==> config.mk <==
export PLATFORM = sky130hd
export DESIGN_NAME = id_ex_stage_flat
export DESIGN_NICKNAME = d
export VERILOG_FILES = /design/src/rtl/mips_pkg.sv /design/src/rtl/id_ex_stage_if.sv /design/src/rtl/mips_decoder.sv /design/src/rtl/id_ex_stage.sv /design/src/flat_wrapper.sv
export SDC_FILE = /design/constraint.sdc
export NUM_CORES = 1
export LEC_CHECK = 0
export ABC_CLOCK_PERIOD_IN_PS = 2700
export BUFFER_PORTS_ARGS = -buffer_cell sky130_fd_sc_hd__buf_2
export CORE_AREA = 2 2 132 134
export DETAILED_ROUTE_END_ITERATION = 10
export DIE_AREA = 0 0 134 136
export HOLD_SLACK_MARGIN = 0.1
export PLACE_DENSITY = 0.74
export SETUP_SLACK_MARGIN = 0.15
export SYNTH_ARGS = -nofsm -noshare
export SYNTH_HDL_FRONTEND = slang
export SYNTH_SLANG_ARGS = --single-unit
==> constraint.sdc <==
create_clock -name clk -period 2.7 [get_ports clk]
set_input_delay 0.54 -clock clk [delete_from_list [all_inputs] [get_ports clk]]
set_output_delay 0.54 -clock clk [all_outputs]
set_load 0.02 [all_outputs]
==> src/rtl/mips_pkg.sv <==
// Shared MIPS decode constants, ALU operation encodings and the decoded-instruction record.
package mips_pkg;

    localparam logic [5:0] OpRtype = 6'h00;
    localparam logic [5:0] OpAddi  = 6'h08;
    localparam logic [5:0] OpLw    = 6'h23;
    localparam logic [5:0] OpSw    = 6'h2B;

    localparam logic [5:0] FnAdd = 6'h20;
    localparam logic [5:0] FnSub = 6'h22;
    localparam logic [5:0] FnAnd = 6'h24;
    localparam logic [5:0] FnOr  = 6'h25;
    localparam logic [5:0] FnSlt = 6'h2A;

    typedef enum logic [2:0] {
        AluAdd = 3'd0,
        AluSub = 3'd1,
        AluAnd = 3'd2,
        AluOr  = 3'd3,
        AluSlt = 3'd4
    } alu_op_e;

    typedef struct packed {
        logic [4:0]  dst;
        alu_op_e     alu_op;
        logic        alu_src;
        logic        reg_wr;
        logic        mem_rd;
        logic        mem_wr;
        logic        illegal;
        logic        uses_rt;   // rt is a source operand (R-type, sw)
        logic [31:0] imm;
    } dec_t;

    function automatic logic [31:0] sext16(input logic [15:0] v);
        return {{16{v[15]}}, v};
    endfunction

endpackage

==> src/rtl/id_ex_stage_if.sv <==
// ID/EX pipeline register payload as seen by the execute stage.
interface id_ex_stage_if #(
    parameter int unsigned DW = 32
);
    logic          ex_valid;
    logic [DW-1:0] ex_pc;
    logic [DW-1:0] ex_a;
    logic [DW-1:0] ex_b;
    logic [DW-1:0] ex_imm;
    logic [4:0]    ex_dst;
    logic [2:0]    ex_alu_op;
    logic          ex_alu_src;
    logic          ex_reg_wr;
    logic          ex_mem_rd;
    logic          ex_mem_wr;
    logic          ex_illegal;

    modport master (
        output ex_valid, ex_pc, ex_a, ex_b, ex_imm, ex_dst, ex_alu_op,
        output ex_alu_src, ex_reg_wr, ex_mem_rd, ex_mem_wr, ex_illegal
    );

    modport slave (
        input ex_valid, ex_pc, ex_a, ex_b, ex_imm, ex_dst, ex_alu_op,
        input ex_alu_src, ex_reg_wr, ex_mem_rd, ex_mem_wr, ex_illegal
    );
endinterface

==> src/rtl/mips_decoder.sv <==
// Combinational MIPS subset decoder: add/sub/and/or/slt, addi, lw, sw.
module mips_decoder
    import mips_pkg::*;
(
    input  logic [31:0] instr,
    output dec_t        dec
);
    logic [5:0] op;
    logic [5:0] funct;
    logic       unused_bits;

    assign op          = instr[31:26];
    assign funct       = instr[5:0];
    assign unused_bits = ^{instr[25:21], instr[10:6]};

    always_comb begin
        dec        = '0;
        dec.alu_op = AluAdd;
        dec.imm    = sext16(instr[15:0]);
        case (op)
            OpRtype: begin
                dec.imm     = '0;
                dec.dst     = instr[15:11];
                dec.reg_wr  = 1'b1;
                dec.uses_rt = 1'b1;
                case (funct)
                    FnAdd:   dec.alu_op = AluAdd;
                    FnSub:   dec.alu_op = AluSub;
                    FnAnd:   dec.alu_op = AluAnd;
                    FnOr:    dec.alu_op = AluOr;
                    FnSlt:   dec.alu_op = AluSlt;
                    default: begin
                        dec.illegal = 1'b1;
                        dec.reg_wr  = 1'b0;
                    end
                endcase
            end
            OpAddi: begin
                dec.dst     = instr[20:16];
                dec.alu_src = 1'b1;
                dec.reg_wr  = 1'b1;
            end
            OpLw: begin
                dec.dst     = instr[20:16];
                dec.alu_src = 1'b1;
                dec.mem_rd  = 1'b1;
                dec.reg_wr  = 1'b1;
            end
            OpSw: begin
                dec.alu_src = 1'b1;
                dec.mem_wr  = 1'b1;
                dec.uses_rt = 1'b1;
            end
            default: dec.illegal = 1'b1;
        endcase
        // $0 is hardwired: never a real write target
        if (dec.dst == 5'd0) begin
            dec.reg_wr = 1'b0;
        end
    end
endmodule

==> src/rtl/id_ex_stage.sv <==
// Decode stage with writeback bypass, load-use stall detection and the ID/EX register.
module id_ex_stage
    import mips_pkg::*;
#(
    parameter int unsigned DW   = 32,
    parameter int unsigned CNTW = 16
) (
    input  logic            clk,
    input  logic            rst_n,
    input  logic            if_valid,
    input  logic [31:0]     if_instr,
    input  logic [DW-1:0]   if_pc,
    output logic [4:0]      radr1,
    output logic [4:0]      radr2,
    input  logic [DW-1:0]   dout1,
    input  logic [DW-1:0]   dout2,
    input  logic            wb_wr_en,
    input  logic [4:0]      wb_adr,
    input  logic [DW-1:0]   wb_data,
    input  logic            flush,
    output logic            id_stall,
    output logic [CNTW-1:0] stall_cnt,
    id_ex_stage_if.master   ex
);
    dec_t          dec;
    logic [DW-1:0] opnd_a;
    logic [DW-1:0] opnd_b;
    logic          hazard;

    logic          ex_valid_q;
    logic [DW-1:0] ex_pc_q;
    logic [DW-1:0] ex_a_q;
    logic [DW-1:0] ex_b_q;
    logic [DW-1:0] ex_imm_q;
    logic [4:0]    ex_dst_q;
    alu_op_e       ex_alu_op_q;
    logic          ex_alu_src_q;
    logic          ex_reg_wr_q;
    logic          ex_mem_rd_q;
    logic          ex_mem_wr_q;
    logic          ex_illegal_q;
    logic [CNTW-1:0] stall_cnt_q;

    mips_decoder u_decoder (
        .instr (if_instr),
        .dec   (dec)
    );

    assign radr1 = if_instr[25:21];
    assign radr2 = if_instr[20:16];

    assign opnd_a = (wb_wr_en && wb_adr != 5'd0 && wb_adr == radr1) ? wb_data : dout1;
    assign opnd_b = (wb_wr_en && wb_adr != 5'd0 && wb_adr == radr2) ? wb_data : dout2;

    // Load in EX whose result a source operand of the decode instruction needs
    assign hazard = if_valid & ex_valid_q & ex_mem_rd_q & (ex_dst_q != 5'd0) &
                    ((ex_dst_q == radr1) | ((ex_dst_q == radr2) & dec.uses_rt));

    assign id_stall = hazard & ~flush;

    always_ff @(posedge clk or negedge rst_n) begin
        if (!rst_n) begin
            ex_valid_q   <= 1'b0;
            ex_pc_q      <= '0;
            ex_a_q       <= '0;
            ex_b_q       <= '0;
            ex_imm_q     <= '0;
            ex_dst_q     <= '0;
            ex_alu_op_q  <= AluAdd;
            ex_alu_src_q <= 1'b0;
            ex_reg_wr_q  <= 1'b0;
            ex_mem_rd_q  <= 1'b0;
            ex_mem_wr_q  <= 1'b0;
            ex_illegal_q <= 1'b0;
            stall_cnt_q  <= '0;
        end else begin
            if (flush || hazard) begin
                ex_valid_q   <= 1'b0;
                ex_reg_wr_q  <= 1'b0;
                ex_mem_rd_q  <= 1'b0;
                ex_mem_wr_q  <= 1'b0;
                ex_illegal_q <= 1'b0;
            end else begin
                ex_valid_q   <= if_valid;
                ex_pc_q      <= if_pc;
                ex_a_q       <= opnd_a;
                ex_b_q       <= opnd_b;
                ex_imm_q     <= dec.imm;
                ex_dst_q     <= dec.dst;
                ex_alu_op_q  <= dec.alu_op;
                ex_alu_src_q <= dec.alu_src;
                ex_reg_wr_q  <= dec.reg_wr;
                ex_mem_rd_q  <= dec.mem_rd;
                ex_mem_wr_q  <= dec.mem_wr;
                ex_illegal_q <= dec.illegal;
            end
            if (id_stall && stall_cnt_q != {CNTW{1'b1}}) begin
                stall_cnt_q <= stall_cnt_q + CNTW'(1);
            end
        end
    end

    assign stall_cnt     = stall_cnt_q;
    assign ex.ex_valid   = ex_valid_q;
    assign ex.ex_pc      = ex_pc_q;
    assign ex.ex_a       = ex_a_q;
    assign ex.ex_b       = ex_b_q;
    assign ex.ex_imm     = ex_imm_q;
    assign ex.ex_dst     = ex_dst_q;
    assign ex.ex_alu_op  = ex_alu_op_q;
    assign ex.ex_alu_src = ex_alu_src_q;
    assign ex.ex_reg_wr  = ex_reg_wr_q;
    assign ex.ex_mem_rd  = ex_mem_rd_q;
    assign ex.ex_mem_wr  = ex_mem_wr_q;
    assign ex.ex_illegal = ex_illegal_q;
endmodule

==> src/flat_wrapper.sv <==
// flat-port wrapper written by rule: the top's interface ports become plain ports
module id_ex_stage_flat import mips_pkg::*;
#(
    parameter int unsigned DW   = 32,
    parameter int unsigned CNTW = 16
)
  (clk, rst_n, if_valid, if_instr, if_pc, radr1, radr2, dout1, dout2, wb_wr_en, wb_adr, wb_data, flush, id_stall, stall_cnt, ex_ex_valid, ex_ex_pc, ex_ex_a, ex_ex_b, ex_ex_imm, ex_ex_dst, ex_ex_alu_op, ex_ex_alu_src, ex_ex_reg_wr, ex_ex_mem_rd, ex_ex_mem_wr, ex_ex_illegal);
  id_ex_stage_if #(.DW(DW)) ex_i ();
  input  logic clk;
  input  logic rst_n;
  input  logic if_valid;
  input  logic [31:0] if_instr;
  input  logic [DW-1:0] if_pc;
  output logic [4:0] radr1;
  output logic [4:0] radr2;
  input  logic [DW-1:0] dout1;
  input  logic [DW-1:0] dout2;
  input  logic wb_wr_en;
  input  logic [4:0] wb_adr;
  input  logic [DW-1:0] wb_data;
  input  logic flush;
  output logic id_stall;
  output logic [CNTW-1:0] stall_cnt;
  output wire logic [$bits(ex_i.ex_valid)-1:0] ex_ex_valid;
  output wire logic [$bits(ex_i.ex_pc)-1:0] ex_ex_pc;
  output wire logic [$bits(ex_i.ex_a)-1:0] ex_ex_a;
  output wire logic [$bits(ex_i.ex_b)-1:0] ex_ex_b;
  output wire logic [$bits(ex_i.ex_imm)-1:0] ex_ex_imm;
  output wire logic [$bits(ex_i.ex_dst)-1:0] ex_ex_dst;
  output wire logic [$bits(ex_i.ex_alu_op)-1:0] ex_ex_alu_op;
  output wire logic [$bits(ex_i.ex_alu_src)-1:0] ex_ex_alu_src;
  output wire logic [$bits(ex_i.ex_reg_wr)-1:0] ex_ex_reg_wr;
  output wire logic [$bits(ex_i.ex_mem_rd)-1:0] ex_ex_mem_rd;
  output wire logic [$bits(ex_i.ex_mem_wr)-1:0] ex_ex_mem_wr;
  output wire logic [$bits(ex_i.ex_illegal)-1:0] ex_ex_illegal;
  assign ex_ex_valid = ex_i.ex_valid;
  assign ex_ex_pc = ex_i.ex_pc;
  assign ex_ex_a = ex_i.ex_a;
  assign ex_ex_b = ex_i.ex_b;
  assign ex_ex_imm = ex_i.ex_imm;
  assign ex_ex_dst = ex_i.ex_dst;
  assign ex_ex_alu_op = ex_i.ex_alu_op;
  assign ex_ex_alu_src = ex_i.ex_alu_src;
  assign ex_ex_reg_wr = ex_i.ex_reg_wr;
  assign ex_ex_mem_rd = ex_i.ex_mem_rd;
  assign ex_ex_mem_wr = ex_i.ex_mem_wr;
  assign ex_ex_illegal = ex_i.ex_illegal;
  id_ex_stage #(.DW(DW), .CNTW(CNTW)) u_core (.clk(clk), .rst_n(rst_n), .if_valid(if_valid), .if_instr(if_instr), .if_pc(if_pc), .radr1(radr1), .radr2(radr2), .dout1(dout1), .dout2(dout2), .wb_wr_en(wb_wr_en), .wb_adr(wb_adr), .wb_data(wb_data), .flush(flush), .id_stall(id_stall), .stall_cnt(stall_cnt), .ex(ex_i));
endmodule
==> results.json, run 1 <==
{
  "fin_hold_ws_ns": 0.3286,
  "cp_max_fo": 5,
  "period_needed_ns": 2.498,
  "async_reset_ff_frac": 1.000,
  "synth-edff-count": 0,
  "vias": 5495,
  "period_share": 0.9253,
  "total_power_w": 0.006108,
  "die-area_um2": 18220,
  "yosysWarnings": 0,
  "syn_to_final_growth_pct": 35.25,
  "start_util": 0.4398,
  "netlist_instances": 524,
  "cap_violations": 0,
  "wl_per_cell_um": 18.31,
  "fin_skew_ns": 0.009855,
  "detail-route-antenna-nets": 0,
  "htreeDepth": 4,
  "wl_um": 20180,
  "cts.clk_slew.worst_paths_ns": 0.06,
  "max_stage_delay_ns": 0.55,
  "startpoint_type": "register",
  "fmax_mhz": 400.3,
  "yosysUniqueCellTypes": 46,
  "worst_skew_pair.late_latency_ns": 0.42,
  "mostFrequentLayoutCells": "buf_2 (336), dfrtp_1 (139), mux2_4 (88), mux2_2 (72), mux2_1 (26)",
  "core_um2": 16880,
  "power.density_nw_per_um2": 608.5,
  "ys.flop_type": "dfrtp_1",
  "nets": 1034,
  "grt_pass1_wl_um": 30210,
  "grtUsageTotal": 0.2181,
  "status": "finished clean",
  "yosysTopAreaCell": "dfrtp_1",
  "setup_tns_ns": 0,
  "tightest_slew_ns": 0.4310,
  "cp_slowest_cell": "or4_4",
  "gp_congestion": 0.8012,
  "design.portCount": 339,
  "worstHoldPathType": "in -> reg",
  "synth_top_area_frac": 0.4788,
  "clockBufferDepth": 2,
  "clock_sinks": 142,
  "grt_max_degree": 77,
  "endpoint_kind": "output pin",
  "yosysSeqAreaShare": 0.4788,
  "drc": 0,
  "finalHoldViolCount": 0,
  "grt_pass1_vias": 5525,
  "max-vdd-ir-drop_mv": 0.4413,
  "syn_nets": 695,
  "final.fill_count": 1381,
  "rsz0062_at_grt": "no",
  "dpl-instance-area_um2": 9285,
  "p_leak_nw": 5.076,
  "finalMaxSlewViolations": 0,
  "cts_tree": "done",
  "viasPerCell": 4.986,
  "grt_overflow_total": 0,
  "crit_type": "reg -> out",
  "cts_made_buffers": 17,
  "crit_chain": "or4_4, o21ai_4, or2_4, nor2_2, buf_4",
  "ys_ff_latch": 142,
  "critPathArrivalTime_ns": 1.96,
  "drt_iter0_markers": 176,
  "final-setup-viol-count": 0,
  "port_buffers": 338,
  "dr.pass1.iters": 4,
  "slew_headroom": 0.7127,
  "synth_area_um2": 7422,
  "die_h_um": 136,
  "antenna_found_initial": 3,
  "finalInstanceArea_um2": 10040,
  "critPathRequiredTime_ns": 2.16,
  "drive_above_1_share": 0.6594,
  "synth.area.top_cells": "dfrtp_1 (48%), mux2_4 (18%), mux2_2 (11%), mux2_1 (3.9%), buf_4 (3.2%)",
  "final_common_cell": "buf_2",
  "num_rows": 48,
  "dp_hpwl_um": 15240,
  "root_buffer": "clkbuf_16",
  "die_w_um": 134,
  "synth_area_per_cell_um2": 14.16
}
[power breakdown]
part | internal, W | switching (W) | total [W]
clock network | 0.00155 | 0.000931 | 0.00248
logic | 0.000572 | 0.000641 | 0.00121
registers | 0.00231 | 0.000107 | 0.00242
total | 0.00443 | 0.00168 | 0.00611
[flip-flops by register name, indices dropped and copies added (netlist names)]
| register | count |
|---|---|
| u_core.ex.ex_a | 32 |
| u_core.ex.ex_imm | 16 |
| u_core.ex.ex_b | 32 |
| u_core.ex.ex_pc | 32 |
| u_core.ex.ex_mem_wr | 1 |
| u_core.ex.ex_reg_wr | 1 |
| u_core.ex.ex_mem_rd | 1 |
| u_core.ex.ex_alu_src | 1 |
| u_core.ex.ex_valid | 1 |
| u_core.ex.ex_illegal | 1 |
| u_core.ex.ex_alu_op | 3 |
| u_core.stall_cnt | 16 |
| u_core.ex.ex_dst | 5 |
[worst paths after layout]
| path | start | to | slack, ns | cells after the start |
|---|---|---|---|---|
| min | if_pc[26] | u_core.ex.ex_pc[26] | 0.33 | 2 |
| max reg2reg | u_core.ex.ex_dst[3] | u_core.ex.ex_b[8] | 0.30 | 6 |
| min reg2reg | u_core.ex.ex_pc[30] | u_core.ex.ex_pc[30] | 0.49 | 1 |
| min in group asynchronous | rst_n | u_core.ex.ex_a[31] | 0.60 | 2 |
| max in group asynchronous | rst_n | u_core.ex.ex_dst[0] | 1.36 | 3 |
| max | u_core.ex.ex_dst[3] | id_stall | 0.20 | 5 |
[synth_stat cells, types with 2 or more instances]
master	n
nand2_1	7
nor3b_1	3
or4_1	3
nand4_1	4
dfrtp_1	142
and3_1	5
nor3_1	7
inv_1	2
mux2_1	26
nor4_2	2
nor4b_1	6
mux2_2	72
nand3_1	8
buf_6	10
a21oi_1	2
xnor2_1	16
buf_4	32
o21ai_2	2
buf_2	7
clkbuf_1	2
a22o_1	6
and2_1	2
nor4_1	7
mux2_4	88
xor2_1	19
nor2b_1	17
nor2_1	8
[final cells by class]
cell class	count	area [um^2]	area share
sequential	142	3557	0.3544
tap	225	281.5	0.02804
clock buffer	18	429.2	0.04275
multi-input combinational	329	3528	0.3515
antenna	2	5.005	0.0004986
inverter	2	7.507	0.0007478
timing repair buffer	371	2042	0.2034
clock inverter	13	187.7	0.01870
[critical path: cells and delay by family (launching register included)]
family / cells / cell delay, ns
and+or+nand+nor: 3 / 0.77
DFF: 1 / 0.43
buffers and inverters: 1 / 0.15
AOI/OAI and AO/OA: 1 / 0.19
[kinds of logic (layout without fill, tap and decap cells)]
kind of cell | Yosys count | after routing | share of synthesized area
AO/OA/AOI/OAI | 20 | 20 | 0.02293
XOR/XNOR | 35 | 35 | 0.04130
adder cells (fa/ha/maj) | 1 | 1 | 0.001686
buffers and inverters | 53 | 404 | 0.05428
flip-flops | 142 | 142 | 0.4788
multiplexers | 186 | 186 | 0.3267
other | 0 | 2 | 0
AND/OR/NAND/NOR | 87 | 87 | 0.07434
[metal layers]
layer / wire, um / share of wire / GRT usage
met1: 8459 / 0.42 / 0.2706
met2: 9814 / 0.49 / 0.3604
met3: 1438 / 0.071 / 0.05966
met4: 469 / 0.023 / 0.09102
met5: 0 / 0 / 0
[metrics by stage]
stage | std cells | setup slack (ns) | utilization
floorplan | 524 | 0.3576 | -
global placement | 1060 | -0.3587 | 0.5502
detailed placement | 1060 | -0.4361 | 0.5502
CTS | 1094 | 0.02242 | 0.5896
global route | 1102 | 0.1417 | 0.5948
finish | 1102 | 0.2017 | 0.5948
[repair_timing]
| item | 4_1_cts | 5_1_grt |
|---|---|---|
| hold buffers | 1 | 0 |
| pin swaps | 1 | 3 |
| endpoints found under the setup margin | 21 | 1 |
| resized for setup | 2 | 10 |
| setup buffers | 2 | 6 |
| hold endpoints to repair | 31 | 0 |
| cloned | 0 | 0 |
Power figures use the tool's default switching activity.
==> inputs of run 2 (changes only) <==
--- a/config.mk
+++ b/config.mk
@@ -5,13 +5,14 @@
 export SDC_FILE = /design/constraint.sdc
 export NUM_CORES = 1
 export LEC_CHECK = 0
+export ABC_AREA = 1
 export ABC_CLOCK_PERIOD_IN_PS = 2700
 export BUFFER_PORTS_ARGS = -buffer_cell sky130_fd_sc_hd__buf_2
-export CORE_AREA = 2 2 132 134
+export CORE_AREA = 2 2 131 133
 export DETAILED_ROUTE_END_ITERATION = 10
-export DIE_AREA = 0 0 134 136
+export DIE_AREA = 0 0 133 135
 export HOLD_SLACK_MARGIN = 0.1
-export PLACE_DENSITY = 0.74
+export PLACE_DENSITY = 0.75
 export SETUP_SLACK_MARGIN = 0.15
 export SYNTH_ARGS = -nofsm -noshare
 export SYNTH_HDL_FRONTEND = slang
==> results.json, run 2 <==
{
  "status": "finished clean",
  "worstReg2RegStart": "u_core.stall_cnt[0]",
  "min_from": "if_valid",
  "period_needed_ns": 2.444,
  "design.portCount": 339,
  "yosysWarnings": 0,
  "synth_top_area_frac": 0.4805,
  "finalInstanceArea_um2": 9734,
  "p_switching_w": 0.001664,
  "crit_type": "reg -> out",
  "synthTopCellsByCount": "nand2_1 (373), dfrtp_1 (142), nand3_1 (120)",
  "setup_tns_ns": 0,
  "die_w_um": 133,
  "wl_um": 22910,
  "viasPerCell": 4.959,
  "mostFrequentLayoutCells": "nand2_1 (373), buf_2 (336), dfrtp_1 (140), nand3_1 (118), o21ai_0 (85)",
  "drc": 0,
  "wl_per_cell_um": 15.26,
  "dr.pass1.iters": 5,
  "startpoint_type": "register",
  "ys.flop_type": "dfrtp_1",
  "max_stage_delay_ns": 0.44,
  "dpl-instance-area_um2": 9082,
  "yosysMostFrequentCell": "nand2_1",
  "cts.clk_slew.worst_paths_ns": 0.06,
  "detail-route-antenna-nets": 0,
  "grt_overflow_total": 0,
  "cp_top_family": "simple AND/OR/NAND/NOR gates",
  "gp_congestion": 0.9028,
  "num_rows": 47,
  "clock_power_share": 0.418,
  "root_buffer": "clkbuf_16",
  "p_leak_nw": 5.702,
  "synth_area_per_cell_um2": 7.569,
  "p_comb_frac": 0.176,
  "finalMaxSlewViolations": 0,
  "syn_nets": 1148,
  "core_um2": 16410,
  "cp_common_cell": "nor2_2",
  "diodes": 0,
  "syn_to_final_growth_pct": 31.64,
  "crit_cells": 7,
  "critPathRequiredTime_ns": 2.16,
  "grt_max_degree": 116,
  "netlist_instances": 977,
  "cts_made_buffers": 17,
  "final.fill_count": 1538,
  "endpoint_kind": "output pin",
  "seqPwrFrac": 0.405,
  "multiInputGateArea_um2": 3139,
  "port_buffers": 338,
  "worstHoldPathType": "in -> reg",
  "antenna_found_initial": 0,
  "start_util": 0.4507,
  "vias": 7443,
  "slew_headroom": 0.6275,
  "drt_iter0_markers": 567,
  "yosysTopAreaCell": "dfrtp_1",
  "holdPathStages": 3,
  "cp_slowest_cell": "dfrtp_2",
  "critPathArrivalTime_ns": 1.90,
  "finalHoldViolCount": 0,
  "async_reset_ff_frac": 1.000,
  "synth.area.top_cells": "dfrtp_1 (48%), nand2_1 (19%), nand3_1 (8.1%), o21ai_0 (5.8%), buf_4 (4.1%)",
  "swShare": 0.2838,
  "grt_use_met3": 0.04167,
  "power.density_nw_per_um2": 602.4,
  "period_share": 0.9052,
  "met2_usage": 0.4145,
  "nets": 1440,
  "register_area_um2": 3556,
  "grt_pass1_wl_um": 36050,
  "grt_use_met1": 0.3332,
  "fmax_mhz": 409.2,
  "grt_pass1_vias": 6974,
  "cap_violations": 0,
  "grt-busiest-layer": "met2",
  "reg2reg_depth": 9,
  "max-vdd-ir-drop_mv": 0.4024,
  "die-area_um2": 17960,
  "synth-edff-count": 0,
  "crit_chain": "xor2_1, nor2_2, nand2_1, o21ai_4, nand2_4, nor2_2, buf_4",
  "clockBufferDepth": 2,
  "cts_tree": "done",
  "crit_buf_inv": 1,
  "die_h_um": 135,
  "fin_skew_ns": 0.01155,
  "tightest_slew_ns": 0.5588,
  "critPathLaunch": "u_core.ex.ex_dst[0]",
  "yosysSeqAreaShare": 0.4805,
  "yosysUniqueCellTypes": 27,
  "grtUsageTotal": 0.2512,
  "clock_sinks": 142,
  "worst_skew_pair.late_latency_ns": 0.42,
  "final-setup-viol-count": 0,
  "ys_ff_latch": 142,
  "htreeDepth": 4,
  "drive_above_1_share": 0.3099,
  "synth_area_um2": 7395,
  "cell_internal_pwr_w": 0.004200,
  "cp_max_fo": 5,
  "final_common_cell": "nand2_1",
  "rsz0062_at_grt": "no",
  "dp_hpwl_um": 16280
}
==> run 2: cell types whose count changed after synthesis, moves of 19 or more <==
cell | before | now
inv_1 | 2 | 64
mux2_2 | 72 | 0
mux2_4 | 88 | 0
clkbuf_1 | 2 | 21
mux2_1 | 26 | 0
nand2_1 | 7 | 373
nand3_1 | 8 | 120
nor2_1 | 8 | 39
o21ai_0 | 1 | 85
==> run 2: layer usage <==
layer	share of wire	routed length, um	vias up
met5	0	0	-
met4	0.026	592	0
met3	0.052	1187	43
met2	0.49	11310	277
met1	0.43	9815	3449
li1	-	-	3674
==> run 2: area by class of cell <==
type,instances,share of cell area
inverters,66,0.02558
clock buffers,22,0.04974
multi-input cells,688,0.3225
clock inverters,9,0.01362
repair buffers,354,0.1950
flip-flops and latches,142,0.3653
well taps,220,0.02828
==> run 2: cell families (layout without fill, tap and decap cells) <==
logic type	after synthesis	after routing	share of synthesized area
AO/OA/AOI/OAI	98	98	0.07022
XOR/XNOR	28	28	0.03316
adder cells (fa/ha/maj)	1	1	0.001692
buffers and inverters	147	451	0.09763
flip-flops	142	142	0.4805
AND/OR/NAND/NOR	561	561	0.3168
==> run 2: worst min-delay path, cell delays in order <==
cell    delay, ns
buf_2        0.11
inv_1        0.04
nor2_1       0.03
==> run 2: through the flow <==
stage | setup WS [ns] | std cells | utilization | hold WS (ns) | power [W]
2_1_floorplan | 0.4553 | 977 | - | 0.2444 | 0.003006
3_3_place_gp | 0.4221 | 1467 | 0.5536 | 0.4480 | 0.003431
3_5_place_dp | 0.3706 | 1467 | 0.5536 | 0.4527 | 0.003450
4_1_cts | 0.1587 | 1499 | 0.5918 | 0.3376 | 0.005919
5_1_grt | 0.1480 | 1501 | 0.5933 | 0.3464 | 0.006132
6_report | 0.2561 | 1501 | 0.5933 | 0.3540 | 0.005864
==> run 2: final timing paths <==
kind	end	slack [ns]
setup reg to reg	u_core.stall_cnt[13]	0.59
max in group asynchronous	u_core.ex.ex_b[6]	1.32
hold reg to reg	u_core.ex.ex_pc[3]	0.47
hold / removal	u_core.ex.ex_valid	0.35
setup / recovery	id_stall	0.26
min in group asynchronous	u_core.ex.ex_pc[10]	0.64
==> run 2: what timing repair did <==
item	in CTS	in global routing
hold endpoints to repair	35	0
buffers inserted	0	2
endpoints found under the setup margin	0	1
resized for setup	0	5
hold buffers	1	0
==> run 2: power by group through the flow <==
stage | Clock, W | Combinational, W | Sequential (W)
3_3_place_gp | 0 | 0.00102 | 0.00241
6_report | 0.00245 | 0.00103 | 0.00238
5_1_grt | 0.00260 | 0.00113 | 0.00240
3_5_place_dp | 0 | 0.00104 | 0.00241
2_1_floorplan | 0 | 0.000389 | 0.00262
4_1_cts | 0.00250 | 0.00104 | 0.00238
==> inputs of run 3 (changes only) <==
--- a/config.mk
+++ b/config.mk
@@ -8,11 +8,12 @@
 export ABC_AREA = 1
 export ABC_CLOCK_PERIOD_IN_PS = 2700
 export BUFFER_PORTS_ARGS = -buffer_cell sky130_fd_sc_hd__buf_2
-export CORE_AREA = 2 2 131 133
+export CORE_MARGIN = 4
+export CORE_UTILIZATION = 48
 export DETAILED_ROUTE_END_ITERATION = 10
-export DIE_AREA = 0 0 133 135
 export HOLD_SLACK_MARGIN = 0.1
-export PLACE_DENSITY = 0.75
+export PLACE_DENSITY = 0.8
+export REMOVE_ABC_BUFFERS = 1
 export SETUP_SLACK_MARGIN = 0.15
 export SYNTH_ARGS = -nofsm -noshare
 export SYNTH_HDL_FRONTEND = slang
==> results.json, run 3 (synthesis results as in run 2) <==
{
  "fin_hold_ws_ns": 0.3415,
  "worstHoldPathType": "in -> reg",
  "dp_hpwl_um": 16670,
  "fin_skew_ns": 0.01048,
  "cp_max_fo": 10,
  "drive_above_1_share": 0.3128,
  "period_share": 0.8968,
  "die-area_um2": 17460,
  "startpoint_type": "register",
  "period_needed_ns": 2.421,
  "design.portCount": 339,
  "crit_type": "reg -> out",
  "cts_made_buffers": 17,
  "grt_overflow_total": 0,
  "cts_setup_buffers": 0,
  "finalHoldViolCount": 0,
  "final_common_cell": "nand2_1",
  "max-vdd-ir-drop_mv": 0.3809,
  "mostFrequentLayoutCells": "nand2_1 (373), buf_2 (337), dfrtp_1 (138), nand3_1 (117), o21ai_0 (85)",
  "diodes": 0,
  "worst_skew_pair.late_latency_ns": 0.42,
  "grtUsageTotal": 0.2529,
  "die_w_um": 132.1,
  "grt_pass1_vias": 7095,
  "port_buffers": 338,
  "slew_headroom": 0.3842,
  "nets": 1440,
  "finalMaxSlewViolations": 0,
  "critPathRequiredTime_ns": 2.16,
  "cap_violations": 0,
  "syn_to_final_growth_pct": 31.18,
  "root_buffer": "clkbuf_16",
  "fin_util": 0.6405,
  "critPathArrivalTime_ns": 1.88,
  "status": "finished clean",
  "clockBufferDepth": 2,
  "wl_per_cell_um": 15.55,
  "fmax_mhz": 413.0,
  "p_leak_nw": 5.687,
  "final-setup-viol-count": 0,
  "drt_iter0_markers": 557,
  "antenna_found_initial": 0,
  "dr.pass1.iters": 6,
  "drc": 0,
  "die_h_um": 132.1,
  "core_um2": 15150,
  "detail-route-antenna-nets": 0,
  "tightest_slew_ns": 0.9237,
  "rsz0062_at_grt": "no",
  "start_util": 0.4882,
  "grt_max_degree": 89,
  "vias": 7482,
  "grt_pass1_wl_um": 35950,
  "power.density_nw_per_um2": 600.1,
  "viasPerCell": 5.090,
  "num_rows": 45,
  "endpoint_kind": "output pin",
  "cts_tree": "done",
  "total_power_w": 0.005822,
  "cts.clk_slew.worst_paths_ns": 0.06,
  "wl_um": 22860,
  "clock_sinks": 142,
  "setup_tns_ns": 0,
  "htreeDepth": 4,
  "gp_congestion": 0.9073
}
-- run 3: worst max-delay path: stages (launching register included) --
cell and delay [ns]:
dfrtp_2 0.46, xnor2_2 0.18, nand3_2 0.14, o21ai_4 0.22
nand2_4 0.14, nor2_2 0.14, buf_2 0.18
-- run 3: repair_timing --
item,4_1_cts,5_1_grt
resized for setup,0,8
hold endpoints to repair,45,0
endpoints found under the setup margin,0,1
hold buffers,1,0
-- run 3: stage by stage --
step / cells / setup slack (ns) / area, um^2
global placement: 1437 / 0.3992 / 9057
CTS: 1470 / 0.1516 / 9673
floorplan: 896 / -0.9542 / 6920
detailed placement: 1437 / 0.3616 / 9057
global route: 1470 / 0.1751 / 9701
finish: 1470 / 0.2786 / 9701
-- run 3: area by class of cell --
| cell class | count | area [um^2] |
|---|---|---|
| clock buffers | 20 | 446.7 |
| clock inverters | 12 | 158.9 |
| fillers | 1372 | 5445 |
| inverters | 66 | 249.0 |
| multi-input cells | 688 | 3157 |
| flip-flops and latches | 142 | 3558 |
| well taps | 188 | 235.2 |
| repair buffers | 354 | 1896 |
-- run 3: power breakdown --
part / switching (W) / internal (W) / total (W) / leakage [nW]
registers: 0.0000911 / 0.00229 / 0.00238 / 1.77
logic: 0.000675 / 0.000365 / 0.00104 / 3.63
clock network: 0.000917 / 0.00148 / 0.00240 / 0.280
-- run 3: path summary, 6_finish.rpt --
path	startpoint	endpoint	slack, ns	cells past startpoint
hold / removal	if_valid	u_core.ex.ex_valid	0.34	3
max in group asynchronous	rst_n	u_core.ex.ex_pc[3]	1.38	3
setup reg to reg	u_core.ex.ex_dst[4]	u_core.ex.ex_b[22]	0.71	8
min in group asynchronous	rst_n	u_core.ex.ex_imm[1]	0.69	2
hold reg to reg	u_core.ex.ex_pc[16]	u_core.ex.ex_pc[16]	0.47	2
setup / recovery	u_core.ex.ex_dst[4]	id_stall	0.28	6
-- run 3: routing by layer --
| layer | share of wire | vias up | GRT usage |
|---|---|---|---|
| met5 | 0 | - | 0 |
| li1 | - | 3678 | - |
| met2 | 0.51 | 287 | 0.4313 |
| met3 | 0.061 | 45 | 0.04885 |
| met4 | 0.026 | 0 | 0.09627 |
| met1 | 0.40 | 3472 | 0.3197 |
